## config.mk

```make
export PLATFORM = sky130hd
export DESIGN_NAME = pc_next_unit_flat
export DESIGN_NICKNAME = d
export VERILOG_FILES = /design/src/rtl/pc_next_if.sv /design/src/rtl/pc_next_unit.sv /design/src/flat_wrapper.sv
export SDC_FILE = /design/constraint.sdc
export NUM_CORES = 1
export LEC_CHECK = 0
export ABC_AREA = 1
export BUFFER_PORTS_ARGS = -buffer_cell sky130_fd_sc_hd__buf_2
export CORE_ASPECT_RATIO = 0.75
export CORE_UTILIZATION = 50
export CTS_BUF_LIST = sky130_fd_sc_hd__clkbuf_8
export CTS_CLUSTER_SIZE = 24
export DETAILED_ROUTE_END_ITERATION = 8
export GPL_ROUTABILITY_DRIVEN = 0
export PLACE_DENSITY = 0.82
export SYNTH_ARGS = -nofsm -noshare
export SYNTH_HDL_FRONTEND = slang
export SYNTH_SLANG_ARGS = --single-unit
```

## constraint.sdc

```tcl
create_clock -name clk -period 4.9 [get_ports clk]
set_input_delay 1.225 -clock clk [delete_from_list [all_inputs] [get_ports clk]]
set_output_delay 1.225 -clock clk [all_outputs]
set_load 0.005 [all_outputs]
```

## src/rtl/pc_next_if.sv

```systemverilog
// pc_next_if: bus between the PC next-address unit and its driver.
//   master : drives pc_source, src, pc_write, stall, exc_req; observes PC state.
//   slave  : the PC unit; consumes the requests, drives pc, pc_plus4, epc,
//            misalign and pend_valid.
`timescale 1ns/1ps
interface pc_next_if #(
    parameter int WIDTH = 32,
    parameter int NSRC  = 4
);
    localparam int SW = $clog2(NSRC);

    logic [SW-1:0]         pc_source;
    logic [NSRC*WIDTH-1:0] src;
    logic                  pc_write;
    logic                  stall;
    logic                  exc_req;
    logic [WIDTH-1:0]      pc;
    logic [WIDTH-1:0]      pc_plus4;
    logic [WIDTH-1:0]      epc;
    logic                  misalign;
    logic                  pend_valid;

    modport master (
        output pc_source, src, pc_write, stall, exc_req,
        input  pc, pc_plus4, epc, misalign, pend_valid
    );

    modport slave (
        input  pc_source, src, pc_write, stall, exc_req,
        output pc, pc_plus4, epc, misalign, pend_valid
    );
endinterface

```

## src/rtl/pc_next_unit.sv

```systemverilog
// pc_next_unit: program counter with prioritized next-PC selection.
//   clk   : single clock, rising edge.
//   reset : asynchronous active-high reset.
//   bus   : pc_next_if slave modport
//     pc_source/src : source channel select and flattened source targets
//     pc_write      : load the selected target
//     stall         : hold pc; a redirect requested during a stall is parked
//                     in a one-entry pending buffer (latest wins)
//     exc_req       : exception, highest priority; pc <= EXC_VEC, epc <= pc
//     pc, pc_plus4, epc, misalign, pend_valid : PC state outputs
// Edge priority: exception, stall, load (new request, else pending), hold.
// Misaligned loads redirect to EXC_VEC and pulse misalign for one cycle.
`timescale 1ns/1ps
module pc_next_unit #(
    parameter int               WIDTH    = 32,
    parameter int               NSRC     = 4,
    parameter logic [WIDTH-1:0] RESET_PC = '0,
    parameter logic [WIDTH-1:0] EXC_VEC  = WIDTH'(32'h0000_0180)
) (
    input  logic      clk,
    input  logic      reset,
    pc_next_if.slave  bus
);
    localparam int SW = $clog2(NSRC);

    logic [WIDTH-1:0] r_pc;
    logic [WIDTH-1:0] r_epc;
    logic [WIDTH-1:0] r_pend;
    logic             r_pend_valid;
    logic             r_misalign;

    logic [WIDTH-1:0] w_tgt;
    logic [WIDTH-1:0] w_load_val;
    logic             w_do_load;

    // Source mux; a select with no matching channel (non power-of-two NSRC)
    // falls back to channel 0.
    always_comb begin
        w_tgt = bus.src[WIDTH-1:0];
        for (int i = 1; i < NSRC; i++) begin
            if (bus.pc_source == SW'(i))
                w_tgt = bus.src[i*WIDTH +: WIDTH];
        end
    end

    // A fresh request beats the parked one.
    assign w_load_val = bus.pc_write ? w_tgt : r_pend;
    assign w_do_load  = !bus.exc_req && !bus.stall && (bus.pc_write || r_pend_valid);

    always_ff @(posedge clk or posedge reset) begin
        if (reset) begin
            r_pc         <= RESET_PC;
            r_epc        <= '0;
            r_pend       <= '0;
            r_pend_valid <= 1'b0;
            r_misalign   <= 1'b0;
        end else begin
            r_misalign <= 1'b0;
            if (bus.exc_req) begin
                r_pc         <= EXC_VEC;
                r_epc        <= r_pc;
                r_pend_valid <= 1'b0;
            end else if (bus.stall) begin
                // Alignment is not checked at capture, only when the entry loads.
                if (bus.pc_write) begin
                    r_pend       <= w_tgt;
                    r_pend_valid <= 1'b1;
                end
            end else if (w_do_load) begin
                r_pend_valid <= 1'b0;
                if (w_load_val[1:0] == 2'b00) begin
                    r_pc <= w_load_val;
                end else begin
                    r_pc       <= EXC_VEC;
                    r_epc      <= r_pc;
                    r_misalign <= 1'b1;
                end
            end
        end
    end

    assign bus.pc         = r_pc;
    assign bus.pc_plus4   = r_pc + WIDTH'(4);
    assign bus.epc        = r_epc;
    assign bus.misalign   = r_misalign;
    assign bus.pend_valid = r_pend_valid;

endmodule

```

## src/flat_wrapper.sv

```systemverilog
// flat-port wrapper written by rule: the top's interface ports become plain ports
module pc_next_unit_flat 
#(
    parameter int               WIDTH    = 32,
    parameter int               NSRC     = 4,
    parameter logic [WIDTH-1:0] RESET_PC = '0,
    parameter logic [WIDTH-1:0] EXC_VEC  = WIDTH'(32'h0000_0180)
)
  (clk, reset, bus_pc_source, bus_src, bus_pc_write, bus_stall, bus_exc_req, bus_pc, bus_pc_plus4, bus_epc, bus_misalign, bus_pend_valid);
  pc_next_if #(.WIDTH(WIDTH), .NSRC(NSRC)) bus_i ();
  input  logic clk;
  input  logic reset;
  input wire logic [$bits(bus_i.pc_source)-1:0] bus_pc_source;
  input wire logic [$bits(bus_i.src)-1:0] bus_src;
  input wire logic [$bits(bus_i.pc_write)-1:0] bus_pc_write;
  input wire logic [$bits(bus_i.stall)-1:0] bus_stall;
  input wire logic [$bits(bus_i.exc_req)-1:0] bus_exc_req;
  output wire logic [$bits(bus_i.pc)-1:0] bus_pc;
  output wire logic [$bits(bus_i.pc_plus4)-1:0] bus_pc_plus4;
  output wire logic [$bits(bus_i.epc)-1:0] bus_epc;
  output wire logic [$bits(bus_i.misalign)-1:0] bus_misalign;
  output wire logic [$bits(bus_i.pend_valid)-1:0] bus_pend_valid;
  assign bus_i.pc_source = bus_pc_source;
  assign bus_i.src = bus_src;
  assign bus_i.pc_write = bus_pc_write;
  assign bus_i.stall = bus_stall;
  assign bus_i.exc_req = bus_exc_req;
  assign bus_pc = bus_i.pc;
  assign bus_pc_plus4 = bus_i.pc_plus4;
  assign bus_epc = bus_i.epc;
  assign bus_misalign = bus_i.misalign;
  assign bus_pend_valid = bus_i.pend_valid;
  pc_next_unit #(.WIDTH(WIDTH), .NSRC(NSRC), .RESET_PC(RESET_PC), .EXC_VEC(EXC_VEC)) u_core (.clk(clk), .reset(reset), .bus(bus_i));
endmodule
```

==> out/qor.txt <==
Final routed DRC violation total: 0
TritonCTS Buffers: 9
Number of fill cells in the layout: 1091
Standard-cell row count: 34
P per Cell Area: 257 nW/um^2
Area growth from synthesis to final layout: 22.8%
Global route overflow: 0
Total vias in the final route: 6307
Max-slew violations: 0
Kind of start point of the critical path: register
Final Hold Violating Endpoints: 0
Length of routed wiring on met1: 7640 um
Number of warning messages in the yosys log: 0
Delay of the slowest cell on the worst path: 0.47 ns
Run status: complete, no violations
Instance count of the mapped netlist: 846
Drt first-iter violations: 544
Highest achievable clock rate: 0.271 GHz
Antenna violations before repair: 0
Critical path arrival: 2.46 ns
Pin count of the biggest net entering global routing: 71
Final std cells w/o fill: 1211
Flop2flop setup slack: 2.74 ns
Chip Height: 96.6 um
Maximum clock path buffer count: 2
Fin crit period: 3.69 ns
Fraction of layout cells with a size suffix above 1: 28.5%
Count of flip-flops with a built-in enable after synthesis: 0
Cell Count Post-Placement: 1196
Top cell type's share of synthesized area: 41.1%
Final wirelength: 16800 um
Core region area: 11600 um^2
Vias in the first global route: 5785
Portion of the clock cycle consumed by the worst path in the final layout: 75.2%
Overall global routing resource usage: 28.3%
Largest vdd supply drop: 0.000154 V
Avg WL per Cell: 13.9 um
Start-to-end type of the worst setup path: register to primary output
#FFs+latches synth: 98
I/O pin count: 233
Skew final: 0.00486 ns
Netlist area before placement: 5960 um^2
Total cell area at the placement stage: 7140 um^2
Final setup violation count: 0
Detail Placement HPWL: 12600 um
Number of distinct library cell variants in the gate-level netlist after synthesis: 33
Number of hold buffers added after CTS: 0
Average instance area after synthesis: 7.05 um^2
Number of max-cap violations: 0
Leakage Power: 4.16 nW
Worst hold path type: register to register
Post-Syn Nets: 982
Fin nets: 1181
Insertion delay to the later sink of the worst-skew pair: 0.37 ns
First-pass GRT wire length: 27200 um
CTS tree: built
Sequential-to-total area share from yosys stat: 41.1%
DR WL met3: 1070 um
Cell at the root of the clock tree: sky130_fd_sc_hd__clkbuf_8
Max layer used: met4
Clock tree sinks: 98
Clock-pin slew on the worst setup and hold paths: 0.09 ns
Leading post-synthesis cells by instance count: 315 x sky130_fd_sc_hd__nand2_1, 128 x sky130_fd_sc_hd__nand3_1, 98 x sky130_fd_sc_hd__dfrtp_1
Largest fanout on the critical path: 6
Data required time of the worst path: 3.67 ns
Initial Util: 51.4%
Share of flip-flops with an asynchronous set or reset: 100%
IO buf count: 232
Antenna diode count: 0
Post-route ant nets: 0
Post-DR vias/cell: 5.21
Ranking of synthesized cells by area: sky130_fd_sc_hd__dfrtp_1 41%, sky130_fd_sc_hd__nand2_1 20%, sky130_fd_sc_hd__nand3_1 11%, sky130_fd_sc_hd__inv_1 2.9%, sky130_fd_sc_hd__o21ai_0 2.8%
Fin Setup TNS: 0 ns
Dominant register cell in the synthesized netlist: sky130_fd_sc_hd__dfrtp_1
Final core area utilization: 63.1%
Unrepaired setup endpoints after global routing: no
Largest area contributor in the netlist: sky130_fd_sc_hd__dfrtp_1
Relative max-transition margin: 27.4%
Detailed-router iteration count before antenna repair: 6
# Post-CTS Setup Buffers: 0
Floorplan die width: 128 um
Cell-by-cell listing of the critical path: ha_1 > nand3_1 > nor2_1 > nand2_1 > nor2_4 > nand3_2 > nor2_1 > nand2_1 > xor2_1 > buf_2
CTS H-Tree Depth: 3
Routed wire length on met2: 7630 um
Critical Path End Type: primary output
Final standard cell area without fillers: 7320 um^2
Area enclosed by the die boundary: 12400 um^2
Worst-margin pin slew: 1.09 ns
Post-Route Hold Slack: 0.472 ns
Standard cell with the maximum stage delay on the critical path: sky130_fd_sc_hd__dfrtp_1
Most common cell in the synthesized netlist: sky130_fd_sc_hd__nand2_1
Post-CTS resize count: 0
==> stage by stage <==
step	total power [mW]	setup slack [ns]
final	1.88	1.21
after global routing	2.00	1.03
after CTS	1.89	1.23
after detailed placement	1.39	1.01
after global placement	1.38	1.09
after floorplan	1.22	1.11
==> where the power goes <==
group,switching [mW],total (mW),internal (mW),leakage (nW)
sequential,0.0626,0.948,0.885,1.26
clock,0.267,0.509,0.242,0.102
combinational,0.252,0.425,0.173,2.79
total,0.582,1.88,1.30,4.16
==> logic make-up (layout without fill, tap and decap cells) <==
kind of cell             Yosys count  after routing  synth area share (%)
AO/OA/AOI/OAI                     72             72                  6.90
adder cells (fa/ha/maj)            1              1                 0.210
buffers and inverters             99            302                  7.20
flip-flops                        98             98                  41.1
AND/OR/NAND/NOR                  548            548                  40.5
XOR/XNOR                          28             28                  4.11
==> worst max-delay path: cells and delay by family (launching register included) <==
| family | cells | cell delay, ns |
|---|---|---|
| buffers and inverters | 1 | 0.14 |
| XOR/XNOR | 1 | 0.18 |
| adder cells (fa/ha/maj) | 1 | 0.22 |
| flip-flops | 1 | 0.47 |
| AND/OR/NAND/NOR | 7 | 1.08 |
==> final cells by class <==
| cell class | count | area [um^2] | area share, % |
|---|---|---|---|
| Sequential cell | 98 | 2450 | 33.5 |
| Clock inverter | 5 | 48.8 | 0.666 |
| Inverter | 49 | 188 | 2.56 |
| Clock buffer | 10 | 138 | 1.88 |
| Timing Repair Buffer | 238 | 1210 | 16.5 |
| Tap cell | 162 | 203 | 2.77 |
| Multi-Input combinational cell | 649 | 3090 | 42.2 |
==> metal layers <==
metal  vias to the layer above  GRT usage (%)
met3                        41           6.39
met5                         -              0
met4                         0           12.0
met1                      2905           37.2
met2                       227           45.6
li1                       3134              -
==> cell usage in the layout, fill, tap and decap left out, types with 3 or more instances in the layout <==
cell                         n
sky130_fd_sc_hd__nand2_1   315
sky130_fd_sc_hd__buf_2     232
sky130_fd_sc_hd__nand3_1   128
sky130_fd_sc_hd__dfrtp_1    98
sky130_fd_sc_hd__inv_1      48
sky130_fd_sc_hd__nor2_1     37
sky130_fd_sc_hd__o21ai_0    33
sky130_fd_sc_hd__or2_2      23
sky130_fd_sc_hd__a31oi_1    19
sky130_fd_sc_hd__xor2_1     16
sky130_fd_sc_hd__nand2_2    14
sky130_fd_sc_hd__xnor2_1    12
sky130_fd_sc_hd__o211ai_1   11
sky130_fd_sc_hd__clkbuf_8   10
sky130_fd_sc_hd__nor3_1      9
sky130_fd_sc_hd__nand4_1     9
sky130_fd_sc_hd__o21ai_1     8
sky130_fd_sc_hd__buf_4       6
sky130_fd_sc_hd__nor4_1      3
==> worst paths after layout <==
check                                        from                 to  cells after the start
worst max register to register   u_core.r_pend[1]  u_core.bus.epc[4]                      6
min in group asynchronous                   reset  u_core.bus.pc[21]                      2
worst max-delay path             u_core.bus.pc[2]   bus_pc_plus4[30]                     10
worst min-delay path            u_core.bus.epc[7]  u_core.bus.epc[7]                      2
worst min register to register  u_core.bus.epc[7]  u_core.bus.epc[7]                      2
max in group asynchronous                   reset  u_core.bus.pc[15]                      3
==> flip-flops by register name, indices dropped and copies added, names as in the netlist <==
signal and count:
u_core.bus.epc 32, u_core.bus.misalign 1, u_core.r_pend 32, u_core.bus.pc 32, u_core.bus.pend_valid 1
Note: power is estimated with default switching activity, not from simulation.
